[config.mk]
export PLATFORM = sky130hd
export DESIGN_NAME = serial_mag_comparator
export DESIGN_NICKNAME = d
export VERILOG_FILES = /design/src/rtl/serial_mag_comparator.sv
export SDC_FILE = /design/constraint.sdc
export NUM_CORES = 1
export LEC_CHECK = 0
export CAP_MARGIN = 5
export CORE_ASPECT_RATIO = 0.6
export CORE_MARGIN = 3
export CORE_UTILIZATION = 45
export DETAILED_ROUTE_END_ITERATION = 10
export PLACE_DENSITY = 0.81
export SYNTH_ARGS = -nofsm -noshare
export SYNTH_HDL_FRONTEND = slang
export SYNTH_SLANG_ARGS = --single-unit
[constraint.sdc]
create_clock -name clk -period 2 [get_ports clk]
set_clock_uncertainty 0.05 [all_clocks]
set_input_delay 0.4 -clock clk [delete_from_list [all_inputs] [get_ports clk]]
set_output_delay 0.4 -clock clk [all_outputs]
set_load 0.005 [all_outputs]
[src/rtl/serial_mag_comparator.sv]
// Bit-serial magnitude comparator: scans latched operands MSB first, one bit per
// clock, and reports a registered one-hot gt/eq/lt result with a done pulse.
module serial_mag_comparator #(
  parameter int unsigned WIDTH      = 8,
  parameter int unsigned EARLY_EXIT = 1
) (
  input  logic             clk,
  input  logic             rst_n,
  input  logic             start,
  input  logic [WIDTH-1:0] a,
  input  logic [WIDTH-1:0] b,
  input  logic             signed_mode,
  output logic             busy,
  output logic             done,
  output logic             gt,
  output logic             eq,
  output logic             lt
);

  localparam int unsigned      IDX_W   = $clog2(WIDTH);
  localparam logic [IDX_W-1:0] IDX_MSB = IDX_W'(WIDTH - 1);

  typedef enum logic [1:0] {
    IDLE = 2'd0,
    SCAN = 2'd1,
    DONE = 2'd2
  } state_t;

  state_t           state;
  state_t           state_nxt;
  logic [WIDTH-1:0] a_q;
  logic [WIDTH-1:0] b_q;
  logic             signed_q;
  logic [IDX_W-1:0] idx;
  logic             decided;
  logic             dec_gt;

  logic bit_a;
  logic bit_b;
  logic bit_diff;
  logic a_wins;
  logic last_bit;
  logic finish;

  // When the bits differ, ~bit_a equals bit_b, so the sign bit's inverted sense
  // reduces to taking B's bit.
  always_comb begin
    bit_a    = a_q[idx];
    bit_b    = b_q[idx];
    bit_diff = bit_a ^ bit_b;
    a_wins   = (signed_q && (idx == IDX_MSB)) ? bit_b : bit_a;
    last_bit = (idx == '0);
    finish   = last_bit || ((EARLY_EXIT != 0) && bit_diff);
  end

  always_ff @(posedge clk) begin
    if (!rst_n) state <= IDLE;
    else        state <= state_nxt;
  end

  always_comb begin
    state_nxt = state;
    busy      = 1'b0;
    done      = 1'b0;
    case (state)
      IDLE: begin
        if (start) state_nxt = SCAN;
      end
      SCAN: begin
        busy = 1'b1;
        if (finish) state_nxt = DONE;
      end
      DONE: begin
        busy      = 1'b1;
        done      = 1'b1;
        state_nxt = IDLE;
      end
      default: state_nxt = IDLE;
    endcase
  end

  // The first difference is held in decided/dec_gt so a fixed-latency scan
  // keeps it while walking the remaining lower bits.
  always_ff @(posedge clk) begin
    if (!rst_n) begin
      a_q      <= '0;
      b_q      <= '0;
      signed_q <= 1'b0;
      idx      <= '0;
      decided  <= 1'b0;
      dec_gt   <= 1'b0;
      gt       <= 1'b0;
      eq       <= 1'b0;
      lt       <= 1'b0;
    end else begin
      case (state)
        IDLE: begin
          if (start) begin
            a_q      <= a;
            b_q      <= b;
            signed_q <= signed_mode;
            idx      <= IDX_MSB;
            decided  <= 1'b0;
            dec_gt   <= 1'b0;
          end
        end
        SCAN: begin
          if (!last_bit) idx <= idx - IDX_W'(1);
          if (bit_diff && !decided) begin
            decided <= 1'b1;
            dec_gt  <= a_wins;
          end
          if (finish) begin
            gt <= decided ? dec_gt  : (bit_diff & a_wins);
            lt <= decided ? ~dec_gt : (bit_diff & ~a_wins);
            eq <= ~decided & ~bit_diff;
          end
        end
        default: ;
      endcase
    end
  end

endmodule

Word level (Yosys, flattened, before mapping)
Cells that the tools add are included.
{"block": "op_classes", "add_sub_neg": 1, "n_lt_le_gt_ge": 1, "n_eq_ne": 7, "muxes": 20, "bitwise": 8, "n_reduce_logical": 13}
{"operator": "1-bit two-way mux", "n": 10}
{"operator": "2-bit inequality test, second input constant", "n": 4}
{"operator": "1-bit binary-select mux with 3-bit select", "n": 2}
{"operator": "3-bit two-way mux", "n": 2}
{"operator": "3-bit case mux with 2 select lines", "n": 1}
{"operator": "2-bit AND reduction", "n": 3}
{"operator": "3-bit AND reduction", "n": 2}
{"operator": "3-bit by 4-bit < comparator with 1-bit output, second input constant", "n": 1}
{"operator": "2-bit two-way mux", "n": 2}
{"operator": "1-bit inverter", "n": 4}
{"operator": "1-bit case mux with 2 select lines", "n": 2}
{"operator": "2-bit case mux with 2 select lines", "n": 1}
{"operator": "1-bit AND", "n": 3}
{"operator": "3-bit == test, second input constant", "n": 1}
{"operator": "3-bit zero test", "n": 1}
{"operator": "3-bit by 1-bit subtractor with 3-bit output, second input constant", "n": 1}
{"operator": "2-bit by 1-bit == test with 1-bit output, second input constant", "n": 1}
{"operator": "2-bit == test, second input constant", "n": 1}
{"operator": "1-bit logical AND", "n": 2}
{"operator": "2-bit zero test", "n": 1}
{"operator": "2-bit nonzero test", "n": 1}
{"operator": "2-bit OR reduction", "n": 1}
{"operator": "1-bit zero test", "n": 1}
{"operator": "1-bit logical OR", "n": 1}
{"operator": "1-bit bitwise XOR", "n": 1}
{"block": "word_totals", "register_bits": 27, "input_bits": 20, "out_inout_bits": 5}

Longest topological paths before layout
Gate-level depths: netlist of run 1.
{"block": "depth", "ltp_word": 6, "depth_mapped": 8}

Worst setup path before layout of run 1
Ideal clock, no wire load.
{"block": "synth_path", "kind": "reg-to-reg", "startpoint": "register idx[0]", "endpoint": "register eq", "arrival_ns": 1.873, "slack_ns": -0.039, "path_stages_with_launch": 7, "n_path_buf": 1, "period_less_slack_ns": 2.039, "path_cell_list": "dfxtp_1 -> buf_6 -> mux4_2 -> mux2_4 -> xor2_2 -> a21bo_4 -> a31o_1"}
{"block": "synth_via", "elab_chain_len": 5, "elab_cells_between_ends": 10}
{"item": "start, declared", "line_no": "34", "rtl": "logic [IDX_W-1:0] idx;"}
{"item": "start signal, assigned", "line_no": "108", "rtl": "if (!last_bit) idx <= idx - IDX_W'(1);"}
{"item": "1-bit binary-select mux with 3-bit select, on equally long branches", "line_no": "48, 49"}
{"item": "1-bit two-way mux, on equally long branches", "line_no": "48, 49"}
{"item": "1-bit bitwise XOR", "line_no": "50", "rtl": "bit_diff = bit_a ^ bit_b;"}
{"item": "1-bit logical OR / 1-bit inverter (equally long branches)", "line_no": "53, 116"}
{"item": "2-bit AND reduction (no source line) / 1-bit AND (equally long branches)"}
{"item": "end signal, assigned", "line_no": "116", "rtl": "eq <= ~decided & ~bit_diff;"}
{"item": "end, declared", "line_no": "16", "rtl": "output logic eq,"}
Parallel ways exist; a longest one is shown, timed or not. The select of a mux whose other input is x is not followed.
A chain may end at the register's enable or synchronous reset.

Worst setup path in the final report of run 1
Same ends and word-level chain as after synthesis.

==> summary.md, run 1 <==
| Metric | Value |
|---|---|
| Critical Path End Type | flip-flop |
| Slew margin rel. | 69.67% |
| Total Wirelength | 3340 um |
| Die Y | 50.24 um |
| Min-delay src | a_q[6]$_SDFFE_PN0P_ |
| Top cell type's share of synthesized area | 36.83% |
| Highest cell delay on the worst timing path | just over 0.5 ns |
| Kind of critical path | flip-flop to flip-flop |
| EDFF count, synth | 0 |
| Fin crit share | 101.3% |
| Setup violation total in the final timing report | 1 |
| R2r worst-path depth | 5 |
| DIE AREA | 4005 um2 |
| Slew Limit Fails | 0 |
| Most common cell in the netlist | nand2_1 |
| Gr usage total | 18.10% |
| DRT iter0 DRCs | roughly 130 |
| Met3 Track Usage GR | 3.405% |
| Synth area leaders | dfxtp_1, nand2_1, ha_1, mux4_2, mux2i_1 |
| Clock transition at path regs | about 0.09 ns |
| Ys async rst share | 0% |
| Top FF cell, synth | dfxtp_1 |
| Status | finished with violations |
| Least-Margin Pin Slew | 0.4424 ns |
| Max-cap violations | 0 |
| CTS tree | yes |
| Pwr dens | 1246 nW/um2 |
| Ys Warns | 0 |
| DIE WIDTH | 79.73 um |
| WP data required | 2.12 ns |
| Fmax | 0.4934 GHz |
| Post-CTS Hold Buffers | 0 |
| ANT cells | 0 |
| CP cell instances | mux4_2 -> mux2_4 -> xor2_4 -> a21bo_4 -> a31o_1 |
| Met2 Use GR | 29.09% |
| Port bufs | 24 |
| Class of the worst hold path | flip-flop to flip-flop |
| Mapped Nets | 189 |
| Critical path arrival | 2.15 ns |
| Startpoint types | flip-flop |
| Reg2reg setup slack | -0.03 ns |
| CP Max Fanout | 6 |
| Post-synthesis cell count | 161 |
| Synthesis-stage register bit count | 27 |
| P&R area growth vs syn | 26.43% |
| Share of layout cells above drive strength 1 | 14.97% |
| Final Net Count | 216 |
| GR Layer Usage met1 | 23.06% |
| Clock sinks | 27 |
| Via-to-Cell Ratio | 5.288 |
| Clk buf depth | 2 |
| Synth top cells by count | nand2_1, dfxtp_1, a21boi_0, a21boi_1, ha_1 |
| Filler cells | 235 |
| Dpl hpwl | 2506 um |
| Unrepaired setup endpoints after global routing | yes |
| CTS Root Buffer Type | clkbuf_8 |
| Pre-CTS setup slack | -0.05540 ns |
| PnR worst setup slack | -0.02670 ns |
| Hold Path Depth | 2 |
| GRT overflow | 0 |
| Worst reg2reg startpoint | idx[0]$_SDFFE_PN0P_ |
| RR Endpoint | eq$_SDFFE_PN0P_ |
| Mean Syn Cell Area | 9.116 um2 |
| Initial antenna violation count | 0 |
| Initial Util | between 40% and 50% |
| Via count | about 1200 |
| WL per Instance | about 15 um |
| Core ar. | about 3000 um2 |
| First-pass GRT wire length | 5568 um |
| Routed Antenna Nets | 0 |
| Cell Rows | 15 |
| Vias in the first global route | 1217 |
| Hold slack | 0.4140 ns |
| H-tree depth reported by CTS | 1 |
| Synth unique cells | 36 |
| Hold EP | a_q[6]$_SDFFE_PN0P_ |
| GRT Max-Usage Layer | met2 |
| Violated checks | setup timing |
| Peak VDD IR | 0.0004814 V |
| 1st-pass router iterations | 4 |
| Leak pwr | 0.7560 nW |
| IO Count | 25 |
| Clock buffer count from CTS | 3 |
| Post-Syn Area | 1468 um2 |
| Final min period | 2.027 ns |
| Clk_lat worst skew | around 0.28 ns |
| Routability congestion estimate | about 0.9 |
| Final Hold Viols | 0 |
| Slowest CP cell | mux4_2 |
| # DRC | 0 |
| Largest net degree at the start of global routing | 21 |
| Register area share after synthesis | approximately 37% |
| Cell taking the most area after synthesis | dfxtp_1 |
[worst max-delay path: cells and delay by family, from the launching register on]
| kind | cells | cell delay, ns |
|---|---|---|
| AOI/OAI and AO/OA | 2 | 0.44 |
| xor gates and xnor gates | 1 | 0.19 |
| DFF | 1 | 0.40 |
| muxes | 2 | 0.84 |
[repair_timing]
item,CTS,global route
pin swaps,0,2
hold endpoints to repair,0,0
setup endpoints to repair,5,7
resized for setup,1,6
buffers inserted,1,0
[how the worst max path moves through the flow]
stage	depth (start not counted)	from	endpoint	slack, ns
2_1_floorplan	6	idx[0]$_SDFFE_PN0P_	eq$_SDFFE_PN0P_	0.02
3_3_place_gp	5	idx[0]$_SDFFE_PN0P_	state[1]$_SDFFE_PN0P_	0.01
3_5_place_dp	5	idx[0]$_SDFFE_PN0P_	eq$_SDFFE_PN0P_	-0.06
4_1_cts	5	idx[0]$_SDFFE_PN0P_	state[0]$_SDFFE_PN0P_	-0.02
5_1_grt	6	idx[0]$_SDFFE_PN0P_	lt$_SDFFE_PN0P_	-0.09
6_report	5	idx[0]$_SDFFE_PN0P_	eq$_SDFFE_PN0P_	-0.03
[state kept, by name, summed over array words and instances (netlist names)]
register,cells
a_q,8
b_q,8
state,2
gt,1
idx,3
decided,1
dec_gt,1
signed_q,1
eq,1
lt,1
[cell usage in the layout, fill, tap and decap left out, types with 7 or more instances in the layout]
cell type	netlist	routed
dfxtp_1	27	24
clkdlybuf4s50_1	0	23
a21boi_1	9	9
ha_1	8	8
mux2i_1	7	7
buf_4	0	7
a21boi_0	9	9
nand2_1	45	45
[per-stage QoR]
step / TNS [ns] / area, um2 / cells / utilization, % / total power, W
CTS: -0.05041 / 1834 / 229 / 61.47 / 0.002256
global placement: 0 / 1779 / 224 / 59.62 / 0.001870
detailed placement: -0.1602 / 1779 / 224 / 59.62 / 0.001928
finish: -0.02670 / 1856 / 229 / 62.18 / 0.002313
floorplan: 0 / 1480 / 161 / - / 0.001606
global route: -0.2150 / 1856 / 229 / 62.18 / 0.002460
[report_power, final]
part           total (W)  switching (W)  internal (W)
logic            0.00118       0.000593      0.000584
registers       0.000823       0.000147      0.000676
clock network   0.000312       0.000169      0.000143
total            0.00231       0.000909       0.00140
[layout make-up]
class,count,area (um2),share of cell area [%]
inverter,4,15.01,0.8092
clock buffer,4,45.04,2.428
tap,42,52.55,2.832
multi-input combinational,120,889.6,47.94
timing repair buffer,32,306.5,16.52
sequential,27,546.8,29.47
[cell families after synthesis]
| family | synth area share [%] |
|---|---|
| adder cells (fa/ha/maj) | 6.820 |
| AO/OA/AOI/OAI | 17.22 |
| XOR/XNOR | 1.705 |
| flip-flops | 36.83 |
| buffers and inverters | 4.177 |
| AND/OR/NAND/NOR | 19.01 |
| multiplexers | 14.24 |
[routing by layer]
layer | wire, um | vias to the layer above | part of all wire (%)
met3 | 127 | 12 | 3.8
met2 | 1539 | 36 | 46
li1 | - | 599 | -
met4 | 109 | 0 | 3.3
met1 | 1562 | 564 | 47
met5 | 0 | - | 0
No activity file was read; power rests on OpenSTA's default activity.
==> run 2: changes to the inputs <==
--- a/config.mk
+++ b/config.mk
@@ -10,7 +10,9 @@
 export CORE_MARGIN = 3
 export CORE_UTILIZATION = 45
 export DETAILED_ROUTE_END_ITERATION = 10
+export HOLD_SLACK_MARGIN = 0.12
 export PLACE_DENSITY = 0.81
+export SKIP_CTS_REPAIR_TIMING = 1
 export SYNTH_ARGS = -nofsm -noshare
 export SYNTH_HDL_FRONTEND = slang
 export SYNTH_SLANG_ARGS = --single-unit
==> run 2 against run 1 <==
Effect of this change: the flow still finishes with violations (setup timing); global-route usage did not move; clock-buffer cell count did not move; register-to-register slack barely moved; sequential power barely moved; critical path depth did not move; sequential share of layout area fell by 0.18 points; fmax barely moved.
==> summary.md, run 2 (synthesis gave the netlist of run 1 again) <==
| Metric | Value |
|---|---|
| WL per Instance | 14.74 um |
| RR Endpoint | eq$_SDFFE_PN0P_ |
| 1st-pass router iterations | 4 |
| Gr usage total | 18.10% |
| Fmax | roughly 0.49 GHz |
| IO Count | 25 |
| Initial antenna violation count | 0 |
| Most frequent cells in the layout | nand2_1, dfxtp_1, clkdlybuf4s50_1 |
| Min-delay src | a_q[6]$_SDFFE_PN0P_ |
| Status | finished with violations |
| Clock transition at path regs | 0.09 ns |
| Via count | approximately 1200 |
| DRT iter0 DRCs | 135 |
| Cell Rows | 15 |
| Switch share | between 30 and 40% |
| Vias in the first global route | 1229 |
| DIE WIDTH | 79.73 um |
| Fin crit share | 101.3% |
| Int Pwr | 0.001411 W |
| Critical path arrival | 2.15 ns |
| Startpoint types | flip-flop |
| Critical Path Start | idx[0]$_SDFFE_PN0P_ |
| Combinational power share | roughly 50% |
| DIE AREA | 4005 um2 |
| R2r worst-path depth | 5 |
| Core ar. | 2984 um2 |
| Slew margin rel. | 70.12% |
| Sequential share of power | 35.5% |
| H-tree depth reported by CTS | 1 |
| Port bufs | 24 |
| Area of the multi-input gates | 897.1 um2 |
| Final Hold Viols | 0 |
| Hold Path Depth | 2 |
| Final Net Count | 217 |
| WP data required | about 2.1 ns |
| Pwr dens | 1243 nW/um2 |
| Clk pwr share | between 10% and 20% |
| Hold slack | 0.4139 ns |
| Dpl cell area | around 1800 um2 |
| Clk buf depth | 2 |
| Clk_lat worst skew | 0.28 ns |
| Dpl hpwl | around 2500 um |
| Seq. cell area | 546.8 um2 |
| Violated checks | setup timing |
| GRT overflow | 0 |
| P&R area growth vs syn | 27.20% |
| Fin area | 1867 um2 |
| Commonest non-fill, non-tap cell in the layout | nand2_1 |
| Slew Limit Fails | 0 |
| Peak VDD IR | 0.0004812 V |
| Largest regs | a_q x8, b_q x8, idx x3 |
| Leak pwr | 0.7593 nW |
| Final min period | ~2.0 ns |
| Share of layout cells above drive strength 1 | 15.96% |
| Filler cells | between 200 and 250 |
| Kind of critical path | flip-flop to flip-flop |
| Setup violation total in the final timing report | 1 |
| Least-Margin Pin Slew | 0.4358 ns |
| CP Max Fanout | 7 |
| CTS tree | yes |
| First-pass GRT wire length | 5595 um |
| Initial Util | just under 50% |
| Routability congestion estimate | 0.9098 |
| Worst reg2reg startpoint | idx[0]$_SDFFE_PN0P_ |
| Clock sinks | 27 |
| Reg2reg setup slack | -0.03 ns |
| Psw | 0.0009097 W |
| Total Wirelength | 3391 um |
| Pre-CTS setup slack | -0.05540 ns |
| Unrepaired setup endpoints after global routing | yes |
| Max-cap violations | 0 |
| Die Y | between 50 and 60 um |
| Critical Path End Type | flip-flop |
| Largest net degree at the start of global routing | 21 |
| PnR worst setup slack | -0.02609 ns |
| CTS Root Buffer Type | clkbuf_8 |
| Hold EP | a_q[6]$_SDFFE_PN0P_ |
| Class of the worst hold path | flip-flop to flip-flop |
| # DRC | 0 |
| Via-to-Cell Ratio | roughly 5.2 |
| Clock buffer count from CTS | 3 |
| Routed Antenna Nets | 0 |
| ANT cells | 0 |
==> run 2: worst max-delay path, stage by stage, from the launching register on <==
cell	delay [ns]
dfxtp_4	0.40
mux4_2	0.51
mux2_4	0.34
xor2_4	0.19
a21bo_4	0.25
a31o_1	0.19
==> run 2: layer usage <==
layer	wire [um]	track usage, %
met1	1541	22.95
met2	1605	29.22
met3	140	3.405
met4	104	9.714
met5	0	0
==> run 2: stage by stage <==
stage                     std cells  utilization, %  setup TNS, ns  total power [W]
after global placement          224           59.62              0         0.001870
after global routing            230           62.56        -0.2224         0.002477
after floorplan                 161               -              0         0.001606
after detailed placement        224           59.62        -0.1602         0.001928
after CTS                       228           61.13        -0.1987         0.002241
final                           230           62.56       -0.02609         0.002321
==> run 2: final cells by class <==
cell class / count / share of cell area (%)
multi-input cells: 120 / 48.06
flip-flops and latches: 27 / 29.29
repair buffers: 33 / 16.62
well taps: 42 / 2.815
clock buffers: 4 / 2.413
inverters: 4 / 0.8043
==> run 2: power groups by stage <==
stage	Sequential (W)	Clock [W]	Combinational, W
final	0.000825	0.000310	0.00119
after global placement	0.000813	0	0.00106
after global routing	0.000843	0.000337	0.00130
after floorplan	0.000743	0	0.000862
after detailed placement	0.000824	0	0.00110
after CTS	0.000812	0.000315	0.00111
==> run 2: worst max-delay path by stage <==
stage,to,slack [ns],cells after the start
after CTS,state[0]$_SDFFE_PN0P_,-0.07,5
final,eq$_SDFFE_PN0P_,-0.03,5
after global routing,eq$_SDFFE_PN0P_,-0.08,5
after floorplan,eq$_SDFFE_PN0P_,0.02,6
after global placement,state[1]$_SDFFE_PN0P_,0.01,5
after detailed placement,eq$_SDFFE_PN0P_,-0.06,5
